<file path="src/rtl/fifo_pkg.sv">
// Shared definitions for the readout-path FIFO family.
// Optional feature macro: FIFO_DROP_CNT_EN (rejected-write counter).
package fifo_pkg;

    // Default event-word width used across the readout path
    localparam int DATA_W_DEF = 36;

    // Rejected-write counter width and its saturation value
    localparam int             DROP_W   = 16;
    localparam logic [15:0]    DROP_SAT = 16'hFFFF;

    // Number of words addressed by an ADDR_W-bit address
    function automatic int fifo_depth(input int addr_w);
        return 1 << addr_w;
    endfunction

endpackage

</file>
<file path="src/rtl/fifo_sync_mem.sv">
// Storage array for fifo_sync_param: one write port with enable and an
// asynchronous read port. Contents are never reset.
module fifo_sync_mem #(
    parameter int DATA_W = 36,
    parameter int ADDR_W = 3
) (
    input  logic              clk,
    input  logic              we,
    input  logic [ADDR_W-1:0] waddr,
    input  logic [DATA_W-1:0] wdata,
    input  logic [ADDR_W-1:0] raddr,
    output logic [DATA_W-1:0] rdata
);

    logic [DATA_W-1:0] mem_reg [2**ADDR_W];

    // Write the addressed word when enabled
    always_ff @(posedge clk) begin
        if (we) begin
            mem_reg[waddr] <= wdata;
        end
    end

    // Show-ahead read: the head word is presented without a clock
    assign rdata = mem_reg[raddr];

endmodule

</file>
<file path="src/rtl/fifo_sync_param.sv">
// Parametrised single-clock FIFO with show-ahead read, occupancy count,
// full/empty/almost-full flags and sticky overflow/underflow flags.
// Optional feature macro: FIFO_DROP_CNT_EN adds a saturating drop_cnt port.
module fifo_sync_param
    import fifo_pkg::*;
#(
    parameter int DATA_W    = DATA_W_DEF,
    parameter int ADDR_W    = 3,
    parameter int AFULL_LVL = 6
) (
    input  logic              wclk,
    input  logic              wrst_n,
    input  logic              winc,
    input  logic [DATA_W-1:0] wdata,
    output logic              wfull,
    output logic              walmost_full,
    input  logic              rinc,
    output logic [DATA_W-1:0] rdata,
    output logic              rempty,
    output logic [ADDR_W:0]   rcount,
    output logic              overflow,
    output logic              underflow,
    input  logic              err_clr
`ifdef FIFO_DROP_CNT_EN
    ,
    output logic [DROP_W-1:0] drop_cnt
`endif
);

    // DEPTH is exactly the MSB of an (ADDR_W+1)-bit value
    localparam logic [ADDR_W:0] DEPTH_C = {1'b1, {ADDR_W{1'b0}}};
    localparam logic [ADDR_W:0] ONE_C   = {{ADDR_W{1'b0}}, 1'b1};
    localparam logic [ADDR_W:0] AFULL_C = AFULL_LVL[ADDR_W:0];

    logic [ADDR_W:0] wptr_reg;
    logic [ADDR_W:0] rptr_reg;
    logic [ADDR_W:0] count_reg;
    logic [ADDR_W:0] count_next;
    logic            overflow_reg;
    logic            underflow_reg;
    logic            ra;
    logic            wa;
    logic            write_rejected;
    logic            read_rejected;

    // Accepts are qualified by reset so requests in the reset cycle are dropped;
    // a write into a full FIFO is allowed when a read frees a slot this cycle.
    assign ra             = wrst_n && rinc && (count_reg != '0);
    assign wa             = wrst_n && winc && ((count_reg != DEPTH_C) || ra);
    assign write_rejected = winc && !wa;
    assign read_rejected  = rinc && !ra;

    fifo_sync_mem #(
        .DATA_W (DATA_W),
        .ADDR_W (ADDR_W)
    ) u_mem (
        .clk   (wclk),
        .we    (wa),
        .waddr (wptr_reg[ADDR_W-1:0]),
        .wdata (wdata),
        .raddr (rptr_reg[ADDR_W-1:0]),
        .rdata (rdata)
    );

    // Next occupancy: simultaneous accepts cancel out
    always_comb begin
        count_next = count_reg;
        if (wa && !ra) begin
            count_next = count_reg + ONE_C;
        end else if (ra && !wa) begin
            count_next = count_reg - ONE_C;
        end
    end

    // Pointers, occupancy and sticky error flags; err_clr beats a same-cycle set
    always_ff @(posedge wclk) begin
        if (!wrst_n) begin
            wptr_reg      <= '0;
            rptr_reg      <= '0;
            count_reg     <= '0;
            overflow_reg  <= 1'b0;
            underflow_reg <= 1'b0;
        end else begin
            if (wa) begin
                wptr_reg <= wptr_reg + ONE_C;
            end
            if (ra) begin
                rptr_reg <= rptr_reg + ONE_C;
            end
            count_reg <= count_next;
            if (err_clr) begin
                overflow_reg  <= 1'b0;
                underflow_reg <= 1'b0;
            end else begin
                if (write_rejected) begin
                    overflow_reg <= 1'b1;
                end
                if (read_rejected) begin
                    underflow_reg <= 1'b1;
                end
            end
        end
    end

`ifdef FIFO_DROP_CNT_EN
    logic [DROP_W-1:0] drop_cnt_reg;

    // Saturating count of rejected writes; cleared by reset or err_clr
    always_ff @(posedge wclk) begin
        if (!wrst_n || err_clr) begin
            drop_cnt_reg <= '0;
        end else if (write_rejected && (drop_cnt_reg != DROP_SAT)) begin
            drop_cnt_reg <= drop_cnt_reg + 16'd1;
        end
    end

    assign drop_cnt = drop_cnt_reg;
`endif

    // Flags come only from the count register, so they are glitch-free
    assign rcount       = count_reg;
    assign rempty       = (count_reg == '0);
    assign wfull        = (count_reg == DEPTH_C);
    assign walmost_full = (count_reg >= AFULL_C);
    assign overflow     = overflow_reg;
    assign underflow    = underflow_reg;

endmodule

</file>
<file path="config.mk">
export PLATFORM = sky130hd
export DESIGN_NAME = fifo_sync_param
export DESIGN_NICKNAME = d
export VERILOG_FILES = /design/src/rtl/fifo_pkg.sv /design/src/rtl/fifo_sync_mem.sv /design/src/rtl/fifo_sync_param.sv
export SDC_FILE = /design/constraint.sdc
export NUM_CORES = 1
export LEC_CHECK = 0
export ABC_AREA = 0
export BUFFER_PORTS_ARGS = -buffer_cell sky130_fd_sc_hd__buf_2
export CAP_MARGIN = 20
export CORE_MARGIN = 1.5
export CORE_UTILIZATION = 60
export CTS_BUF_LIST = sky130_fd_sc_hd__clkbuf_4 sky130_fd_sc_hd__clkbuf_8
export CTS_CLUSTER_SIZE = 24
export DETAILED_ROUTE_END_ITERATION = 16
export MAX_ROUTING_LAYER = met4
export PLACE_DENSITY = 0.77
export SLEW_MARGIN = 10
export SYNTH_ARGS = -nofsm -noshare
export SYNTH_HDL_FRONTEND = slang
export SYNTH_SLANG_ARGS = --single-unit
</file>
<file path="constraint.sdc">
create_clock -name wclk -period 9.2 [get_ports wclk]
set_input_delay 1.84 -clock wclk [delete_from_list [all_inputs] [get_ports wclk]]
set_output_delay 1.84 -clock wclk [all_outputs]
set_load 0.01 [all_outputs]
</file>
-- Yosys cells after proc, flatten, opt, wreduce, memory -nomap -nowiden
Memories as Yosys holds them, arrays and structs flattened. A register that Yosys moved wholly into a read port is not among the register bits.
Cells that the tools add are included.
- register bits after elaboration: 14
- RAM bits: 288
- bits of input ports: 41
- output and inout bits: 45
- logic and storage cells: 35
- memories kept: 1
- memory list (name ; depth ; width ; read ports ; clocked after memory_dff ; write ports ; line ; source):
    u_mem.mem_reg ; 8 ; 36 ; 1 ; 1 ; 1 ; fifo_sync_mem.sv:15 ; logic [DATA_W-1:0] mem_reg [2**ADDR_W];
- add/sub/neg operators: 4
- magnitude comparators: 1
- equality and inequality tests: 2
- muxes and demuxes: 6
- bitwise gates (word level): 1
- reduce and logical (&&, ||, !) cells: 15
- operators with widths (cell ; number):
    $add 4x1->4 const B ; 3
    $logic_and 1x1->1 ; 8
    $mux 4 ; 2
    $mux 3 ; 2
    $eq 4x4->1 const B ; 1
    $ge 4x3->1 const B ; 1
    $logic_not 4->1 ; 1
    $ne 4x4->1 const B ; 1
    $reduce_bool 4->1 ; 1
    $sub 4x1->4 const B ; 1
    $logic_not 1->1 ; 2
    $mux 1 ; 2
    $reduce_bool 2->1 ; 1
    $reduce_or 2->1 ; 1
    $logic_or 1x1->1 ; 1
    $not 1->1 ; 1

-- Logic depth before layout (Yosys ltp)
Gate-level depths: netlist of run 1.
- word-level depth: 8
- gate-level depth with buffers: 10
- gate-level depth less buffers: 10

-- Cells and area by module
From an unflattened synthesis of run 1, not the netlist that was laid out.
- cells, all modules: 495
- area total of the unflattened synthesis: 11758.8 µm²
- by module, submodules not included (module ; times used ; cells each ; area each (µm²) ; sequential area each (µm²)):
    fifo_sync_mem ; 1 ; 429 ; 11141.9 ; 8648.3
    fifo_sync_param ; 1 ; 66 ; 616.8 ; 240.2

-- Worst setup path after synthesis of run 1
No wires, ideal clock.
- path type: input -> register
- from: input rinc
- to: memory u_mem.mem_reg[5][0] (enable)
- setup time: 0.474 ns
- arrival: 4.579 ns
- required time: 8.726 ns
- path slack: 4.147 ns
- stages: 3
- buffers on the path: 0
- cells stage by stage: or2_4 -> nand3_2 -> nor3_1
- longest elaborated chain between the ends: 6
- RTL lines (element ; line ; source):
    from (decl) ; fifo_sync_param.sv:17 ; input logic rinc,
    $logic_and 1x1->1 (2 in a row) ; fifo_sync_param.sv:48 ; assign ra = wrst_n && rinc && (count_reg != '0);
    $logic_or 1x1->1 ; fifo_sync_param.sv:49 ; assign wa = wrst_n && winc && ((count_reg != DEPTH_C) || ra);
    $logic_and 1x1->1 ; fifo_sync_param.sv:49 ;
    $mux 1 ; fifo_sync_mem.sv:19 ; if (we) begin
    $mux 1 (not written as such) ; fifo_sync_mem.sv:20 ; mem_reg[waddr] <= wdata;
    to (decl) ; fifo_sync_mem.sv:15 ;
No other way between the ends.

==> results of run 1 <==
layout make-up:
| class | count | area (µm²) | share of cell area (%) |
|---|---|---|---|
| Sequential cell | 303 | 8960 | 67.6 |
| Multi-Input combinational cell | 175 | 2560 | 19.3 |
| Clock buffer | 66 | 802 | 6.05 |
| Timing Repair Buffer | 99 | 531 | 4.00 |
| Tap cell | 260 | 325 | 2.45 |
| Clock inverter | 13 | 65.1 | 0.491 |
| Inverter | 2 | 7.51 | 0.0567 |
| Antenna cell | 3 | 7.51 | 0.0567 |
per-layer routing:
metal | track usage [%] | wire [µm]
met3 | 4.34 | 1260
met1 | 29.1 | 8270
met4 | 7.49 | 320
met2 | 35.1 | 10400
met5 | - | 0
through the flow:
stage | util (%) | setup slack [ns]
floorplan | - | 4.15
global placement | 65.7 | 4.72
detailed placement | 65.7 | 4.67
CTS | 70.3 | 4.07
global route | 70.4 | 3.96
finish | 70.4 | 4.20
cells by family after synthesis:
logic type	Yosys count
flops	303
xor+xnor	6
compound gates	12
fa+ha+maj	6
mux	110
simple gates	41
buf+inv	24
power groups by stage:
stage	clock network, µW	logic, µW	registers (µW)
floorplan	0	527	1620
global placement	0	616	1680
detailed placement	0	633	1690
CTS	1050	636	1660
global route	1120	678	1670
finish	1030	626	1650
critical path, stage by stage (launching register included):
cell and delay, ns:
dfxtp_4 0.72, buf_4 0.80, mux4_2 0.60, mux2_2 0.31, buf_2 0.15
synth_stat cells (3+ instances only):
library cell    n  area (µm²)
dfxtp_1        15         300
xnor2_1         5        43.8
a21oi_1         3        15.0
buf_1           8        30.0
nor3_1          4        20.0
ha_1            5        62.6
mux2_2         36         405
nand3_1         3        15.0
nand2b_1        3        18.8
nor2_1          8        30.0
edfxtp_1      288        8650
clkbuf_1        5        18.8
nand2_1         8        30.0
buf_6           7        78.8
mux4_2         72        1620
and2_1          7        43.8
final timing paths:
check / start / to / slack (ns)
worst max-delay path: flop / rdata[0] / 4.20
worst max register to register: rcount[0]$_SDFFE_PN0P_ / rcount[3]$_SDFFE_PN0P_ / 6.30
worst min-delay path: underflow$_SDFFE_PP0P_ / underflow$_SDFFE_PP0P_ / 0.46
worst min register to register: underflow$_SDFFE_PP0P_ / underflow$_SDFFE_PP0P_ / 0.46
==> metrics.txt, run 1 <==
NetSw=roughly 830 µW; Synth cell types=38; Finished Cell Area=about 0.013 mm²; Synth Area in Compound Gates=0.820%; Post-synth ARST share=0%; Worst R2R Path Depth=10; number of routed nets with antenna violations=0; # port buffers=85; Synth Area in XOR/XNOR=0.453%; DR pass1 iterations=5; Power, Total=between 3000 and 4000 µW; Starting Density=61.6%; htree depth=2; pin count of the biggest net entering global routing=73; Worst VDD drop=around 0.17 mV; final cell count without fillers=921; via count=5329; cts hold-fix bufs=0; io pins=86; Reg clk slew, reported paths=0.06 ns; # DRC=0; setup TNS=0 ns; Flop pwr share=50.0%; status=completed; via-per-instance ratio=5.79; Area Growth Syn to Fin=14.2%; Post-synth EDFFs=between 200 and 300; dpl cells=roughly 840; clk root buf=clkbuf_8; Synth Area in Simple Gates=1.97%; Placed Instance Area=0.0124 mm²; arrival time worst endpoint=around 3.2 ns; num rows=50; Power per Cell Area=250 mW/mm²; critical path type=flop to primary output; commonest non-fill, non-tap cell in the layout=edfxtp_1; PostCTS Resize Cnt=0; synthesis-stage register bit count=between 300 and 400; crit path max fanout=44; worst-margin pin slew=1.08 ns; syn_nets=approximately 550; FMAX=about 200 MHz; global-route wire length before repair=31.7 mm; Rel. slew slack=between 20 and 30%; core footprint=0.0188 mm²; initial drt markers=around 340; fraction of the yosys area taken by sequential cells=77.1%; grt total ovfl=0; Total GRT Usage=22.0%; max reg flops=288; Most used DFF post-synth=edfxtp_1; CTS tree=yes; most frequent cells in the layout=edfxtp_1 (288), buf_2 (85), mux4_2 (72), clkbuf_8 (49), mux2_2 (36); Tmin final=about 5 ns; CTS Buffer Depth=3; post-synthesis mux area share=17.6%; cell count after synthesis=502; Logic pwr share=18.9%; adder-cell share of the synthesized area=0.712%; startpoint type of the worst setup path=flop; Clock Latency Late Sink=0.56 ns; static leakage=0.00431 µW; initial antenna violation count=3; Hold Crit Class=flop to flop; synthesized cell area=0.0116 mm²; routability cong.=0.717; internal power=2480 µW; setup bufs post-CTS=0; layout cell share with drive strength beyond 1=45.3%; hold depth=2; number of CTS-inserted buffers=46; largest family of logic cells by synthesized area=multiplexers; Setup Skew=0.0186 ns; Synth Warn #=0; # setup viols final=0; Hold WS=~0.46 ns; fillers=approximately 1.1k; Nets=674; Tcrit/Tclk final=54.3%; Die ar.=0.0202 mm²; CP endpoint kind=primary output; sw frac=25.0%; Max Slew Vio Count=0; RSZ-0062 raised after global routing=no; share of power burned in the clock network=31.1%; final hold violation count=0; Avg WL per Cell=roughly 22 µm; Die Height=142 µm; WP data required=7.36 ns; DP Wirelength=11.2 mm; vias in the first global route=5697; Total Wirelength=20.2 mm; syn_area_per_cell=23.1 µm²; Clock Sinks=303; Die Wd=roughly 140 µm; Max-Cap Viols=0
Note: power is estimated with default switching activity, not from simulation.
==> run 2, diff against run 1 <==
--- a/config.mk
+++ b/config.mk
@@ -9,12 +9,12 @@
 export BUFFER_PORTS_ARGS = -buffer_cell sky130_fd_sc_hd__buf_2
 export CAP_MARGIN = 20
 export CORE_MARGIN = 1.5
-export CORE_UTILIZATION = 60
+export CORE_UTILIZATION = 56
 export CTS_BUF_LIST = sky130_fd_sc_hd__clkbuf_4 sky130_fd_sc_hd__clkbuf_8
 export CTS_CLUSTER_SIZE = 24
 export DETAILED_ROUTE_END_ITERATION = 16
 export MAX_ROUTING_LAYER = met4
-export PLACE_DENSITY = 0.77
+export PLACE_DENSITY = 0.75
 export SLEW_MARGIN = 10
 export SYNTH_ARGS = -nofsm -noshare
 export SYNTH_HDL_FRONTEND = slang
==> constraint.sdc (replaced) <==
create_clock -name wclk -period 4.5 [get_ports wclk]
set_input_delay 0.9 -clock wclk [delete_from_list [all_inputs] [get_ports wclk]]
set_output_delay 0.9 -clock wclk [all_outputs]
set_load 0.01 [all_outputs]
==> run 2 against run 1 <==
Via count decreased by 0.60%. Non-clock buffer count rose by 3. Global-route usage decreased by 0.80 points. Design area grew 0.58%. Critical path type unchanged. Largest power group unchanged.
==> metrics.txt, run 2 (synthesis results as in run 1) <==
status=completed; Max-Cap Viols=0; worst-margin pin slew=1.07 ns; Hold Crit Start=underflow$_SDFFE_PP0P_; crit-path max cell delay=0.68 ns; startpoint type of the worst setup path=flop; initial drt markers=~300; global-route wire length before repair=32.9 mm; final hold violation count=0; Power per Cell Area=519 mW/mm²; io pins=86; Nets=roughly 680; commonest non-fill, non-tap cell in the layout=edfxtp_1; Die Height=147 µm; CP endpoint kind=primary output; routability cong.=0.685; number of CTS-inserted buffers=46; Buf/Inv on CP=2; reg2reg end=rcount[3]$_SDFFE_PN0P_; Setup Skew=0.0127 ns; # setup viols final=0; Critical-path top delay cell=dfxtp_4; most frequent cells in the layout=edfxtp_1 (288), buf_2 (85), mux4_2 (72), clkbuf_8 (50), mux2_2 (36); static leakage=0.00436 µW; pin count of the biggest net entering global routing=between 70 and 80; Hold Crit Class=flop to flop; RSZ-0062 raised after global routing=no; FMAX=284 MHz; R2R Path Start=rcount[0]$_SDFFE_PN0P_; Total Wirelength=21.2 mm; CTS tree=yes; PostCTS Resize Cnt=0; Die ar.=0.0216 mm²; vias in the first global route=5860; grt total ovfl=0; Starting Density=57.2%; Worst VDD drop=0.255 mV; Hold WS=0.484 ns; Worst R2R Path Depth=10; crit path max fanout=25; Top delay family on crit path=multiplexers; WP data required=around 3.6 ns; layout cell share with drive strength beyond 1=between 40% and 50%; CP Cell Sequence=buf_4 -> mux4_2 -> mux2_2 -> buf_2; initial antenna violation count=2; # DRC=0; worst slack at placement=roughly 1.5 ns; hold endpoint=underflow$_SDFFE_PP0P_; fillers=1357; Clock Sinks=303; Tmin final=3.52 ns; # port buffers=85; cts hold-fix bufs=0; Clock Latency Late Sink=approximately 0.54 ns; Max Slew Vio Count=0; setup TNS=0 ns; Rel. slew slack=28.5%; Worst Slack Setup Final=0.977 ns; FF-to-FF setup slack=1.68 ns; Tcrit/Tclk final=slightly below 80%; via-per-instance ratio=between 5 and 6; Total GRT Usage=21.2%; num rows=52; Area Growth Syn to Fin=14.9%; Avg WL per Cell=22.7 µm; clk root buf=clkbuf_8; DR pass1 iterations=4; CTS Buffer Depth=3; critical path type=flop to primary output; Reg clk slew, reported paths=0.06 ns; Die Wd=147 µm; via count=about 5.3k; max reg flops=288; hold depth=2; DP Wirelength=12.0 mm; arrival time worst endpoint=2.62 ns; number of routed nets with antenna violations=0; setup bufs post-CTS=0; core footprint=slightly above 0.02 mm²; htree depth=2
run 2: cell types whose count changed in the layout (fill, tap and decap cells not counted), sizes merged, moves of 2 or more:
cell,before,now
buf,99,102
clkbuf,66,60
bufinv,0,2
clkinvlp,2,0
clkinv,10,20
run 2: area by class of cell:
type,instances,area (µm²),share of cell area (%)
flip-flops and latches,303,8960,67.2
multi-input cells,175,2560,19.2
clock buffers,60,763,5.73
repair buffers,102,553,4.15
well taps,270,338,2.53
clock inverters,22,149,1.12
inverters,2,7.51,0.0563
diodes,2,5.00,0.0375
run 2: through the flow:
stage	utilization (%)	instance area [µm²]	instances	total power [µW]
2_1_floorplan	-	11600	502	4390
4_1_cts	65.6	13300	934	6990
5_1_grt	65.7	13300	936	7210
3_3_place_gp	61.1	12400	852	4730
6_report	65.7	13300	936	6910
3_5_place_dp	61.1	12400	852	4770
run 2: routing by layer:
layer  track usage, %  up-vias  routed length, µm
met4             6.80        0                453
met3             4.35       39               1080
met1             26.7     2755               8770
li1                 -     2362                  -
met2             35.3      141              10900
met5                -        -                  0
run 2: worst max-delay path by stage:
stage / start / to / slack [ns] / cells past startpoint
floorplan: rinc / u_mem.mem_reg[5][0]$_DFFE_PP_ / 0.39 / 3
global placement: winc / u_mem.mem_reg[4][6]$_DFFE_PP_ / 1.52 / 4
detailed placement: winc / u_mem.mem_reg[0][5]$_DFFE_PP_ / 1.49 / 4
CTS: flop / rdata[16] / 0.89 / 4
global route: flop / rdata[20] / 0.82 / 4
finish: flop / rdata[16] / 0.98 / 4
run 2: tightest hold or removal path, stage by stage (launching register included):
cell and delay [ns]:
dfxtp_1 0.32, a21oi_1 0.04, nor2_1 0.08
run 2: where the power goes:
group / switching [µW] / internal (µW) / total, µW / leakage (µW)
clock network: 1000 / 1220 / 2220 / 0.000491
registers: 175 / 3200 / 3380 / 0.00273
logic: 570 / 747 / 1320 / 0.00115
total: 1750 / 5170 / 6910 / 0.00436
==> run 3, diff against run 2 <==
--- a/config.mk
+++ b/config.mk
@@ -9,12 +9,12 @@
 export BUFFER_PORTS_ARGS = -buffer_cell sky130_fd_sc_hd__buf_2
 export CAP_MARGIN = 20
 export CORE_MARGIN = 1.5
-export CORE_UTILIZATION = 56
+export CORE_UTILIZATION = 60
 export CTS_BUF_LIST = sky130_fd_sc_hd__clkbuf_4 sky130_fd_sc_hd__clkbuf_8
 export CTS_CLUSTER_SIZE = 24
 export DETAILED_ROUTE_END_ITERATION = 16
 export MAX_ROUTING_LAYER = met4
-export PLACE_DENSITY = 0.75
+export PLACE_DENSITY = 0.77
 export SLEW_MARGIN = 10
 export SYNTH_ARGS = -nofsm -noshare
 export SYNTH_HDL_FRONTEND = slang
==> constraint.sdc (replaced) <==
create_clock -name wclk -period 3.6 [get_ports wclk]
set_input_delay 0.72 -clock wclk [delete_from_list [all_inputs] [get_ports wclk]]
set_output_delay 0.72 -clock wclk [all_outputs]
set_load 0.01 [all_outputs]
==> run 3 against run 2 <==
Die area fell by 6.5%. Sequential share of layout area fell by 0.49 points. Register-to-register slack got worse by 0.98 ns. First-iteration DRC count rose by 43%. Clock skew rose by 0.025 ns. Core utilization rose by 5.6 points. Critical endpoint is now rdata[22]. Non-clock buffer count rose by 6. Largest cell class unchanged. Worst hold slack got worse by 0.061 ns. Design area rose by 0.73%. Sequential power rose by 23%. Combinational power rose by 33%. Routed wire length rose by 0.72%.
==> metrics.txt, run 3 (synthesis results as in run 1) <==
Tmin final=between 3 and 4 ns; setup bufs post-CTS=0; Buf/Inv on CP=2; DR pass1 iterations=5; Rel. slew slack=a little over half; global-route wire length before repair=between 30 and 40 mm; R2R Path Start=rcount[0]$_SDFFE_PN0P_; Placed Instance Area=between 0.01 and 0.015 mm²; Power per Cell Area=between 600 and 700 mW/mm²; Avg WL per Cell=22.9 µm; pin count of the biggest net entering global routing=37; Total Wirelength=21.4 mm; number of routed nets with antenna violations=0; Critical-path top delay cell=dfxtp_4; Top delay family on crit path=multiplexers; Area Growth Syn to Fin=15.7%; Max-Cap Viols=0; via count=approximately 5.5k; WL met3=1.45 mm; static leakage=0.00441 µW; number of CTS-inserted buffers=46; Total GRT Usage=22.7%; io pins=86; via-per-instance ratio=5.94; uppermost layer routed=met4; RSZ-0062 raised after global routing=no; # DRC=0; CTS Buffer Depth=3; status=completed; CTS tree=yes; commonest non-fill, non-tap cell in the layout=edfxtp_1; FF-to-FF setup slack=0.70 ns; CP endpoint kind=primary output; critical path type=flop to primary output; PostCTS Resize Cnt=0; Hold Crit Class=input port to flop; vias in the first global route=5759; CP Cell Sequence=buf_4 -> mux4_2 -> mux2_2 -> buf_2; Nets=approximately 680; Tcrit/Tclk final=91.2%; Starting Density=between 60 and 70%; final hold violation count=0; layout cell share with drive strength beyond 1=46.2%; WP data required=between 2 and 3 ns; num rows=50; clk root buf=clkbuf_8; met1 WL=8.66 mm; # port buffers=85; Max Slew Vio Count=0; startpoint type of the worst setup path=flop; Die ar.=approximately 0.02 mm²; crit path max fanout=22; initial antenna violation count=1; arrival time worst endpoint=2.56 ns; initial drt markers=429; cts hold-fix bufs=0; Clock Sinks=303; crit-path max cell delay=0.62 ns; final cell count without fillers=between 900 and 1k; met2 routed WL=about 11 mm; worst-margin pin slew=0.708 ns; Clock Latency Late Sink=between 0.5 and 0.6 ns; most frequent cells in the layout=edfxtp_1 (288), buf_2 (85), mux4_2 (72), clkbuf_8 (47), mux2_2 (36); grt total ovfl=0; Die Wd=142 µm; routability cong.=0.862; # setup viols final=0; htree depth=2; core footprint=0.0188 mm²; Setup Skew=0.0381 ns; Worst VDD drop=0.382 mV; DP Wirelength=~12 mm; max reg flops=roughly 290; Finished Cell Area=roughly 0.013 mm²; Hold Crit Start=wdata[23]; Reg clk slew, reported paths=0.06 ns; dpl cells=848; FMAX=305 MHz; Die Height=142 µm
==> run 3: per-stage QoR <==
step / power, µW / util [%] / hold WS, ns / setup WS, ns / TNS [ns]
final: 8670 / 71.3 / 0.423 / 0.318 / 0
after global routing: 9030 / 71.3 / 0.413 / 0.150 / 0
after CTS: 8750 / 71.3 / 0.393 / 0.247 / 0
after detailed placement: 6010 / 66.4 / 0.457 / 0.717 / 0
after global placement: 5950 / 66.4 / 0.444 / 0.889 / 0
after floorplan: 5490 / - / 0.479 / -0.341 / -24.57
==> run 3: where the power goes <==
part | switching (µW) | internal, µW | total, µW
clock network | 1250 | 1500 | 2750
registers | 174 | 4000 | 4170
logic | 789 | 958 | 1750
==> run 3: path summary, 6_finish.rpt <==
| check | end | cells after the start |
|---|---|---|
| min reg2reg | underflow$_SDFFE_PP0P_ | 2 |
| min | u_mem.mem_reg[4][23]$_DFFE_PP_ | 1 |
| max | rdata[22] | 4 |
| max reg2reg | rcount[3]$_SDFFE_PN0P_ | 10 |
==> run 3: cell type report <==
cell class	instances	area (µm²)
clock inverter	16	118
antenna	2	5.00
timing repair buffer	108	648
multi-input combinational	175	2570
inverter	2	7.51
fill	1121	5400
clock buffer	67	797
tap	260	325
sequential	303	8960
==> run 3: routing by layer <==
metal  track usage [%]  vias to the layer above
li1                  -                     2384
met1              30.1                     2903
met2              36.3                      218
met3              4.64                       35
met4              6.67                        0
met5                 -                        -
